[src/rtl/axi_stream_writer.sv]
`default_nettype none
// ============================================================================
//  Module      : axi_stream_writer
//  Description : Collects a stream of data beats into a 16-entry buffer and
//                writes them out as AXI4 INCR bursts (AW -> W -> B). The write
//                address advances by the burst size after every completed
//                burst and wraps modulo 2^A_WIDTH.
//
//  Optional    : AXI_STREAM_WRITER_FLUSH_EN - when defined, s_flush writes out
//                a partially filled buffer as a short burst. When undefined,
//                s_flush is ignored and only full bursts are issued.
//
//  Ports       : aclk, aresetn         clock / async active-low reset
//                s_valid/s_ready/s_data stream input
//                s_flush               write out a partial burst
//                restart               return write address to 0
//                awvalid/awready/awaddr/awlen   AXI write-address channel
//                wvalid/wready/wlast/wdata      AXI write-data channel
//                bvalid/bready                  AXI write-response channel
//                busy                  high whenever not collecting beats
//                burst_cnt             number of completed bursts (wraps)
//
//  Revision    : 1.0 - initial release
// ============================================================================
module axi_stream_writer #(
    parameter int         A_WIDTH   = 25,
    parameter int         D_WIDTH   = 16,
    parameter int         D_LEVEL   = 1,
    parameter logic [7:0] BURST_LEN = 8'd15
) (
    input  logic               aclk,
    input  logic               aresetn,
    input  logic               s_valid,
    output logic               s_ready,
    input  logic [D_WIDTH-1:0] s_data,
    input  logic               s_flush,
    input  logic               restart,
    output logic               awvalid,
    input  logic               awready,
    output logic [A_WIDTH-1:0] awaddr,
    output logic [7:0]         awlen,
    output logic               wvalid,
    input  logic               wready,
    output logic               wlast,
    output logic [D_WIDTH-1:0] wdata,
    input  logic               bvalid,
    output logic               bready,
    output logic               busy,
    output logic [15:0]        burst_cnt
);

    localparam logic [3:0] c_LAST_IDX = BURST_LEN[3:0];

    typedef enum logic [1:0] {
        FILL = 2'd0,
        AW   = 2'd1,
        W    = 2'd2,
        B    = 2'd3
    } state_t;

    state_t             r_state;
    state_t             w_state_nxt;

    logic [D_WIDTH-1:0] r_buf [16];
    logic [3:0]         r_cnt;
    logic [3:0]         r_widx;
    logic [A_WIDTH-1:0] r_addr;
    logic [7:0]         r_awlen;
    logic [15:0]        r_burst_cnt;
    logic               r_restart_pend;
    // Holds s_ready low while in reset and releases it on the first clock.
    logic               r_out_en;

    logic               w_accept;
    logic               w_full;
    logic               w_flush_go;
    logic [7:0]         w_flush_len;
    logic               w_fill_exit;
    logic               w_w_hs;
    logic [A_WIDTH-1:0] w_addr_inc;

    // ------------------------------------------------------------------------
    // Output decode (purely from registered state)
    // ------------------------------------------------------------------------
    assign s_ready   = r_out_en && (r_state == FILL);
    assign awvalid   = (r_state == AW);
    assign wvalid    = (r_state == W);
    assign bready    = (r_state == B);
    assign busy      = (r_state != FILL);
    assign wlast     = (r_state == W) && (r_widx == r_awlen[3:0]);
    assign wdata     = r_buf[r_widx];
    assign awaddr    = r_addr;
    assign awlen     = r_awlen;
    assign burst_cnt = r_burst_cnt;

    // ------------------------------------------------------------------------
    // Handshake / transition conditions
    // ------------------------------------------------------------------------
    assign w_accept    = s_valid && s_ready;
    assign w_full      = w_accept && (r_cnt == c_LAST_IDX);
    assign w_w_hs      = wvalid && wready;
    // A beat accepted in the same cycle as the flush is part of the burst.
    assign w_flush_len = w_accept ? {4'd0, r_cnt} : {4'd0, r_cnt - 4'd1};

`ifdef AXI_STREAM_WRITER_FLUSH_EN
    assign w_flush_go  = s_flush && (r_state == FILL) && ((r_cnt != 4'd0) || w_accept);
`else
    logic w_unused_flush;
    assign w_unused_flush = s_flush;
    assign w_flush_go     = 1'b0;
`endif

    assign w_fill_exit = (r_state == FILL) && (w_full || w_flush_go);

    // Bytes covered by the current burst; truncation gives the modulo wrap.
    assign w_addr_inc  = A_WIDTH'({1'b0, r_awlen} + 9'd1) << D_LEVEL;

    // ------------------------------------------------------------------------
    // FSM: state register
    // ------------------------------------------------------------------------
    always_ff @(posedge aclk or negedge aresetn) begin
        if (!aresetn) begin
            r_state <= FILL;
        end else begin
            r_state <= w_state_nxt;
        end
    end

    // ------------------------------------------------------------------------
    // FSM: next state
    // ------------------------------------------------------------------------
    always_comb begin
        w_state_nxt = r_state;
        case (r_state)
            FILL:    if (w_fill_exit)      w_state_nxt = AW;
            AW:      if (awready)          w_state_nxt = W;
            W:       if (w_w_hs && wlast)  w_state_nxt = B;
            B:       if (bvalid)           w_state_nxt = FILL;
            default:                       w_state_nxt = FILL;
        endcase
    end

    // ------------------------------------------------------------------------
    // Datapath: counters, address, burst length, restart bookkeeping
    // ------------------------------------------------------------------------
    always_ff @(posedge aclk or negedge aresetn) begin
        if (!aresetn) begin
            r_cnt          <= 4'd0;
            r_widx         <= 4'd0;
            r_addr         <= '0;
            r_awlen        <= 8'd0;
            r_burst_cnt    <= 16'd0;
            r_restart_pend <= 1'b0;
            r_out_en       <= 1'b0;
        end else begin
            r_out_en <= 1'b1;
            case (r_state)
                FILL: begin
                    if (w_accept) begin
                        r_cnt <= r_cnt + 4'd1;
                    end
                    if (restart) begin
                        r_addr <= '0;
                    end
                    if (w_full) begin
                        r_awlen <= BURST_LEN;
                    end else if (w_flush_go) begin
                        r_awlen <= w_flush_len;
                    end
                end
                AW: begin
                    if (awready) begin
                        r_widx <= 4'd0;
                    end
                    if (restart) begin
                        r_restart_pend <= 1'b1;
                    end
                end
                W: begin
                    if (w_w_hs) begin
                        r_widx <= r_widx + 4'd1;
                    end
                    if (restart) begin
                        r_restart_pend <= 1'b1;
                    end
                end
                B: begin
                    if (bvalid) begin
                        // A restart requested while busy takes effect here, on
                        // the way back into FILL, instead of the normal advance.
                        r_addr         <= (restart || r_restart_pend) ? '0 : r_addr + w_addr_inc;
                        r_burst_cnt    <= r_burst_cnt + 16'd1;
                        r_cnt          <= 4'd0;
                        r_restart_pend <= 1'b0;
                    end else if (restart) begin
                        r_restart_pend <= 1'b1;
                    end
                end
                default: begin
                    r_cnt <= 4'd0;
                end
            endcase
        end
    end

    // ------------------------------------------------------------------------
    // Beat buffer (no reset needed: contents are only read after being written)
    // ------------------------------------------------------------------------
    always_ff @(posedge aclk) begin
        if (w_accept) begin
            r_buf[r_cnt] <= s_data;
        end
    end

endmodule
`default_nettype wire

[config.mk]
export PLATFORM = sky130hd
export DESIGN_NAME = axi_stream_writer
export DESIGN_NICKNAME = d
export VERILOG_FILES = /design/src/rtl/axi_stream_writer.sv
export SDC_FILE = /design/constraint.sdc
export NUM_CORES = 1
export LEC_CHECK = 0
export ABC_CLOCK_PERIOD_IN_PS = 3260
export CAP_MARGIN = 20
export CORE_MARGIN = 3
export CORE_UTILIZATION = 28
export CTS_BUF_LIST = sky130_fd_sc_hd__clkbuf_4 sky130_fd_sc_hd__clkbuf_8
export CTS_CLUSTER_DIAMETER = 50
export DETAILED_ROUTE_END_ITERATION = 8
export REMOVE_ABC_BUFFERS = 1
export SLEW_MARGIN = 0
export SYNTH_ARGS = -nofsm -noshare
export SYNTH_HDL_FRONTEND = slang
export SYNTH_SLANG_ARGS = --single-unit
[constraint.sdc]
create_clock -name aclk -period 3.26 [get_ports aclk]
set_clock_uncertainty 0.2 [all_clocks]
set_input_delay 0.652 -clock aclk [delete_from_list [all_inputs] [get_ports aclk]]
set_output_delay 0.652 -clock aclk [all_outputs]
set_load 0.01 [all_outputs]
==> impl_metrics.yaml, run 1 <==
status:
  status: "finished, violations left"
  failed_checks: "negative setup slack"
finish:
  layout_fillers: 4269
  synthToLayoutAreaGrowth_pct: 23.4
  drive_above_1_share: 0.263
  stdcell_area_um2: 15700
  final_nets: 890
  insertedDiodeCount: 0
  final_cells: 1483
cts:
  tritoncts: "built"
  insertion_delay_ns: 0.58
  cts-root-buf: "clkbuf_8"
  cts_inserted_buffers: 52
  tritoncts_num_sinks: 309
  number_of_buffers_on_the_longest_clock_path: 3
  htree_levels: 2
  clk_pin_slew_worst_paths_ns: 0.06
  cts_hold_repair.buffers: 0
global_routing:
  track_usage: 0.121
  first_global_vias: 7354
  grt_antenna_before_repair: 2
  grt_first_pass_wirelength_um: 44300
  grt_start_max_net_pins: 41
  grt_overflow_total: 0
timing:
  fmax_ghz: 0.291
  setup_viol: 16
  finalCriticalPeriod_ns: 3.44
  fin_max_slew_vios: 0
  setup_total_negative_slack_ns: -1.48
  slew_headroom: 0.346
  worstMarginPinSlew_ns: 0.981
  final_hold_violation_count: 0
  rsz0062_at_grt: "yes"
  timing.final.crit_share: 1.05
  layout_setup_ws_ns: -0.177
setup_path:
  reg2reg_setup_slack_ns: 0.60
  critical_path.reg2reg.startpoint: "r_state[0]"
  slowest_stage: "mux4_2"
  critical_path.startpoint_type: "register"
  worst-endpoint-arrival_ns: 2.59
  rr_endpoint: "r_buf[9][13]"
  critPathCaptureType: "primary output"
  critical-path-top-delay-family: "multiplexers"
  timing_worst_setup_path_type: "reg -> out"
  path_common_cell: "mux4_2"
  required_ns: 2.41
  cp_cell_sequence: "buf_12 > buf_16 > buf_8 > mux4_2 > mux4_2 > buf_6"
  cp_slowest_stage_delay_ns: 0.51
  buffering_stage_count_on_the_worst_path_with_inverters_included: 4
  r2r.worst_path.cells: 7
  worstPathMaxFanout: 7
drt:
  routed_via_density: 4.68
  detail_route.wirelength_um: 28900
  route.top_layer_used: "met5"
  route.met3.wl_um: 1820
  drt_pre_antenna_iters: 5
  routed-wl-met2_um: 13600
  routed-via-count: 6938
  m1WireLength_um: 12900
  final_routed_drc_violation_total: 0
  detail_route.iter0.violations: 440
  wl_per_cell_um: 19.5
  drt.antenna.violating_nets: 0
floorplanning:
  floorplan.initialDensity: 0.286
  design.die.area_um2: 48000
  placement_rows: 77
  die_height_um: 219
  io_pins: 95
  die_width_um: 219
  design.core.area_um2: 44500
yosys:
  synth.top_cells.by_count: "edfxtp_1, mux4_2, dfrtp_1"
  postSynthAreaPerCell_um2: 18.3
  yosys-top-cells-area: "edfxtp_1, mux4_2, dfrtp_1"
  netlist.top_cell.by_area: "edfxtp_1"
  dominantRegCellSynth: "edfxtp_1"
  netlist_area_um2: 12700
  flip_flop_and_latch_count_after_synthesis: 309
  synth_sequential_area_ratio: 0.709
  asyncSetResetFlopFracSynth: 0.172
  yosys.cell_count.top_type: "edfxtp_1"
  yosys_warnings: 0
  synth_cells: 696
  synth.top_cell.area_share: 0.604
  synth.distinct_cells: 49
  synth-edff-count: 256
worst_hold_path:
  hold_path_class: "in -> async"
power:
  vdd.ir_drop.worst_v: 0.000340
  cellLeakagePower_uw: 0.00527
  powerDensity_nw_per_um2: 683
place:
  post-dp-hpwl_um: 16500
  placed_area_um2: 14500
  place.port_buffers: 88
  post-place-cells: 1378
  place_congestion: 0.766
job:
  max-cap-violations: 0
cell usage in the layout (no fill, tap or decap), types with 3 or more instances in the layout:
cell / count
a21oi_1: 7
a22o_1: 5
a31oi_1: 5
and2_1: 15
and3_1: 7
and4_1: 7
buf_12: 7
buf_4: 31
buf_6: 20
buf_8: 4
clkbuf_4: 14
clkbuf_8: 52
clkdlybuf4s50_1: 70
clkinv_1: 17
clkinv_2: 5
conb_1: 6
dfrtp_1: 51
edfxtp_1: 256
ha_1: 13
inv_1: 14
mux2_2: 3
mux2i_1: 8
mux4_2: 80
nand2_1: 37
nand2b_1: 10
nand3_1: 20
nand4_1: 14
nor2_1: 14
nor3_1: 6
nor4_1: 6
o21ai_0: 26
or3_1: 4
xnor2_1: 12
xor2_1: 8
sequential cells by signal, indices dropped and copies added (netlist names):
register	flops
awaddr	24
r_restart_pend	1
r_out_en	1
r_widx	4
r_state	2
burst_cnt	16
awlen	1
r_buf	256
r_cnt	4
area by class of cell:
class / count / area [um2] / area share
Multi-Input combinational cell: 338 / 3460 / 0.221
Clock buffer: 66 / 821 / 0.0523
Sequential cell: 309 / 9020 / 0.575
Inverter: 14 / 52.6 / 0.00335
Clock inverter: 27 / 168 / 0.0107
Tap cell: 592 / 741 / 0.0472
Timing Repair Buffer: 137 / 1440 / 0.0914
worst max path at each step:
stage          startpoint         to  slack [ns]  cells after the start
4_1_cts         r_widx[0]  wdata[15]       -0.25                      6
2_1_floorplan   r_widx[0]   wdata[0]       -1.39                      2
3_5_place_dp    r_widx[0]   wdata[1]       0.009                      4
5_1_grt         r_widx[0]  wdata[15]       -0.26                      6
6_report        r_widx[0]  wdata[15]       -0.18                      6
3_3_place_gp    r_widx[0]  wdata[13]        0.02                      4
report_power, final:
part / switching, uW / internal, uW / total (uW)
clock: 1560 / 1740 / 3300
sequential: 144 / 4430 / 4580
combinational: 1330 / 1510 / 2840
total: 3030 / 7690 / 10700
stage by stage:
| step | setup slack (ns) | hold slack [ns] | utilization | power [uW] |
|---|---|---|---|---|
| after floorplan | -1.39 | 0.156 | - | 6280 |
| after global placement | 0.0172 | 0.261 | 0.325 | 7290 |
| after detailed placement | 0.00949 | 0.282 | 0.325 | 7330 |
| after CTS | -0.253 | 0.0164 | 0.354 | 10900 |
| after global routing | -0.260 | 0.0801 | 0.353 | 11300 |
| final | -0.177 | 0.0318 | 0.353 | 10700 |
per-layer routing:
metal	global-route usage	vias to the layer above
li1	-	3094
met1	0.163	3584
met2	0.195	202
met3	0.0332	54
met4	0.0315	4
met5	0	-
worst register-to-register path, cell delays in order (launching register included):
cell	delay [ns]
dfrtp_1	0.42
inv_1	0.14
ha_2	0.27
and2_1	0.22
nand2_1	0.16
nor3b_1	0.41
and2_1	0.18
buf_4	0.32
logic make-up (layout without fill, tap and decap cells):
family / after synthesis / in the layout / synth area share
buffers and inverters: 53 / 244 / 0.0214
multiplexers: 91 / 91 / 0.151
other: 2 / 6 / 0.000590
AO/OA/AOI/OAI: 59 / 59 / 0.0290
XOR/XNOR: 20 / 20 / 0.0138
AND/OR/NAND/NOR: 148 / 148 / 0.0622
flip-flops: 309 / 309 / 0.709
adder cells (fa/ha/maj): 14 / 14 / 0.0138
repair_timing:
action,4_1_cts,5_1_grt
cloned,2,0
endpoints found under the setup margin,17,18
buffers inserted,13,0
pin swaps,1,0
resized for setup,101,5
Note: power is estimated with default switching activity, not from simulation.
==> inputs of run 2 (changes only) <==
--- a/config.mk
+++ b/config.mk
@@ -5,6 +5,7 @@
 export SDC_FILE = /design/constraint.sdc
 export NUM_CORES = 1
 export LEC_CHECK = 0
+export ABC_AREA = 1
 export ABC_CLOCK_PERIOD_IN_PS = 3260
 export CAP_MARGIN = 20
 export CORE_MARGIN = 3
==> impl_metrics.yaml, run 2 <==
floorplanning:
  design.die.area_um2: 49200
  die_width_um: 222
  io_pins: 95
  floorplan.initialDensity: 0.286
  placement_rows: 78
  design.core.area_um2: 45700
  die_height_um: 222
yosys:
  synth.top_cell.area_share: 0.589
  synth-edff-count: 256
  netlist_area_um2: 13100
  yosys_warnings: 0
  synth_cells: 1149
  asyncSetResetFlopFracSynth: 0.172
  yosys.cell_count.top_type: "edfxtp_1"
  synth.distinct_cells: 37
  yosys-top-cells-area: "edfxtp_1, dfrtp_1, nor2_1"
  netlist.top_cell.by_area: "edfxtp_1"
  synth_sequential_area_ratio: 0.691
  flip_flop_and_latch_count_after_synthesis: 309
  dominantRegCellSynth: "edfxtp_1"
  postSynthAreaPerCell_um2: 11.4
  synth.top_cells.by_count: "edfxtp_1, nor2_1, nand2_1"
cts:
  insertion_delay_ns: 0.58
  tritoncts: "built"
  tritoncts_num_sinks: 309
  clk_pin_slew_worst_paths_ns: 0.06
  cts_inserted_buffers: 48
  number_of_buffers_on_the_longest_clock_path: 3
  htree_levels: 2
  cts-root-buf: "clkbuf_8"
power:
  powerDensity_nw_per_um2: 710
  vdd.ir_drop.worst_v: 0.000323
  cellLeakagePower_uw: 0.00588
  switching_share: 0.333
  switching_power_uw: 3800
  clock_power_share: 0.292
  proportion_of_power_drawn_by_combinational_gates: 0.306
  internal-power_uw: 7620
  seq_power_share: 0.401
global_routing:
  grt_first_pass_wirelength_um: 52100
  first_global_vias: 9072
  grt_start_max_net_pins: 59
  track_usage: 0.135
  grt_overflow_total: 0
  grt_antenna_before_repair: 1
place:
  placed_area_um2: 14900
  place_congestion: 0.830
  place.port_buffers: 88
  post-dp-hpwl_um: 18800
drt:
  wl_per_cell_um: 17.7
  detail_route.wirelength_um: 34100
  drt_pre_antenna_iters: 5
  drt.antenna.violating_nets: 0
  routed-via-count: 9192
  detail_route.iter0.violations: 699
  final_routed_drc_violation_total: 0
  routed_via_density: 4.78
setup_path:
  cp_cell_sequence: "buf_4 > buf_16 > o21ai_0 > o22ai_1 > nand2_1 > nand4_1 > dlygate4sd2_1"
  worst-endpoint-arrival_ns: 2.32
  slowest_stage: "dfrtp_4"
  critical_path.startpoint_type: "register"
  timing_worst_setup_path_type: "reg -> out"
  rr_endpoint: "r_buf[6][14]"
  worstPathMaxFanout: 37
  reg2reg_setup_slack_ns: 0.75
  critPathCaptureType: "primary output"
  buffering_stage_count_on_the_worst_path_with_inverters_included: 3
  critical_path.reg2reg.startpoint: "r_state[0]"
  critical-path-top-delay-family: "buffers and inverters"
  cp_slowest_stage_delay_ns: 0.56
  r2r.worst_path.cells: 9
  required_ns: 2.41
timing:
  worstMarginPinSlew_ns: 0.758
  slew_headroom: 0.495
  finalCriticalPeriod_ns: 3.18
  fin_max_slew_vios: 0
  setup_viol: 0
  setup_total_negative_slack_ns: 0
  final_hold_violation_count: 0
  rsz0062_at_grt: "yes"
  fmax_ghz: 0.315
  timing.final.crit_share: 0.974
finish:
  largest-register: "r_buf"
  drive_above_1_share: 0.126
  largest_register_ffs: 256
  final_nets: 1323
  mostFrequentLayoutCell: "edfxtp_1"
  stdcell_area_um2: 16100
  mostFrequentLayoutCells: "edfxtp_1, nor2_1, nand2_1"
  insertedDiodeCount: 0
  synthToLayoutAreaGrowth_pct: 23.2
worst_hold_path:
  hold_path_class: "reg -> reg"
  worst_hold_path.endpoint: "burst_cnt[2]"
  holdCritStartpoint: "burst_cnt[2]"
  min_path_cells: 1
status:
  status: "completed"
job:
  max-cap-violations: 0
run 2: cell types whose count changed after synthesis, sizes merged, moves of 12 or more:
cell    previous run  this run
and2              16         0
clkbuf            17        34
o22ai              1        64
nand4             14        26
nand2             37       191
o21ai             27       143
nor2              15       204
mux4              80         0
inv               14        66
run 2: worst max-delay path by stage:
stage | startpoint | end | slack [ns] | depth (start not counted)
after floorplan | r_widx[0] | wdata[0] | -2.30 | 5
after global placement | r_widx[0] | wdata[15] | 0.42 | 7
after detailed placement | r_widx[0] | wdata[8] | 0.40 | 7
after CTS | r_widx[0] | wdata[13] | -0.13 | 6
after global routing | r_widx[0] | wdata[10] | -0.1 | 7
final | r_widx[0] | wdata[10] | 0.08 | 7
run 2: worst reg2reg max path: stages (launching register included):
cell,delay (ns)
dfrtp_1,0.43
inv_1,0.13
ha_1,0.26
nand2_1,0.07
inv_1,0.09
nand2_1,0.12
inv_1,0.18
nand2_1,0.19
nor2_2,0.17
buf_4,0.35
run 2: per-layer routing:
layer | track usage | vias to the layer above | routed length, um
met5 | 0 | - | 20
met1 | 0.184 | 4509 | 15300
li1 | - | 4293 | -
met3 | 0.0380 | 80 | 2570
met2 | 0.208 | 308 | 15200
met4 | 0.0433 | 2 | 934
run 2: logic make-up (layout without fill, tap and decap cells):
| kind of cell | after synthesis | after routing | synth area share |
|---|---|---|---|
| simple gates | 457 | 457 | 0.146 |
| flops | 309 | 309 | 0.691 |
| compound gates | 225 | 225 | 0.0967 |
| buf+inv | 121 | 292 | 0.0391 |
| xor+xnor | 21 | 21 | 0.0141 |
| fa+ha+maj | 14 | 14 | 0.0134 |
| other cells | 2 | 6 | 0.000575 |
run 2: layout make-up:
cell class                 instances  area (um2)
clock inverter                    24         188
fill                            4546       29600
multi-input combinational        723        3580
clock buffer                      65         795
sequential                       309        9020
tap                              600         751
inverter                          66         265
timing repair buffer             137        1480
run 2: stage by stage:
| stage | power [uW] | setup WS [ns] | util | hold slack, ns | instances |
|---|---|---|---|---|---|
| floorplan | 6440 | -2.30 | - | 0.156 | 1098 |
| global placement | 7900 | 0.421 | 0.325 | 0.286 | 1823 |
| detailed placement | 7950 | 0.396 | 0.325 | 0.299 | 1823 |
| CTS | 11500 | -0.128 | 0.350 | 0.316 | 1918 |
| global route | 12100 | -0.0951 | 0.352 | 0.348 | 1924 |
| finish | 11400 | 0.0834 | 0.352 | 0.319 | 1924 |
run 2: power by group through the flow:
stage	Combinational (uW)	Clock [uW]	Sequential [uW]
2_1_floorplan	1680	0	4760
3_3_place_gp	3240	0	4650
3_5_place_dp	3290	0	4660
4_1_cts	3440	3420	4590
5_1_grt	3860	3610	4600
6_report	3500	3340	4580
run 2: what timing repair did:
action,in CTS,in global routing
buffers inserted,1,5
endpoints found under the setup margin,17,7
hold endpoints to repair,30,0
gates resized for setup,23,19
hold buffers,1,0
cloned,4,1
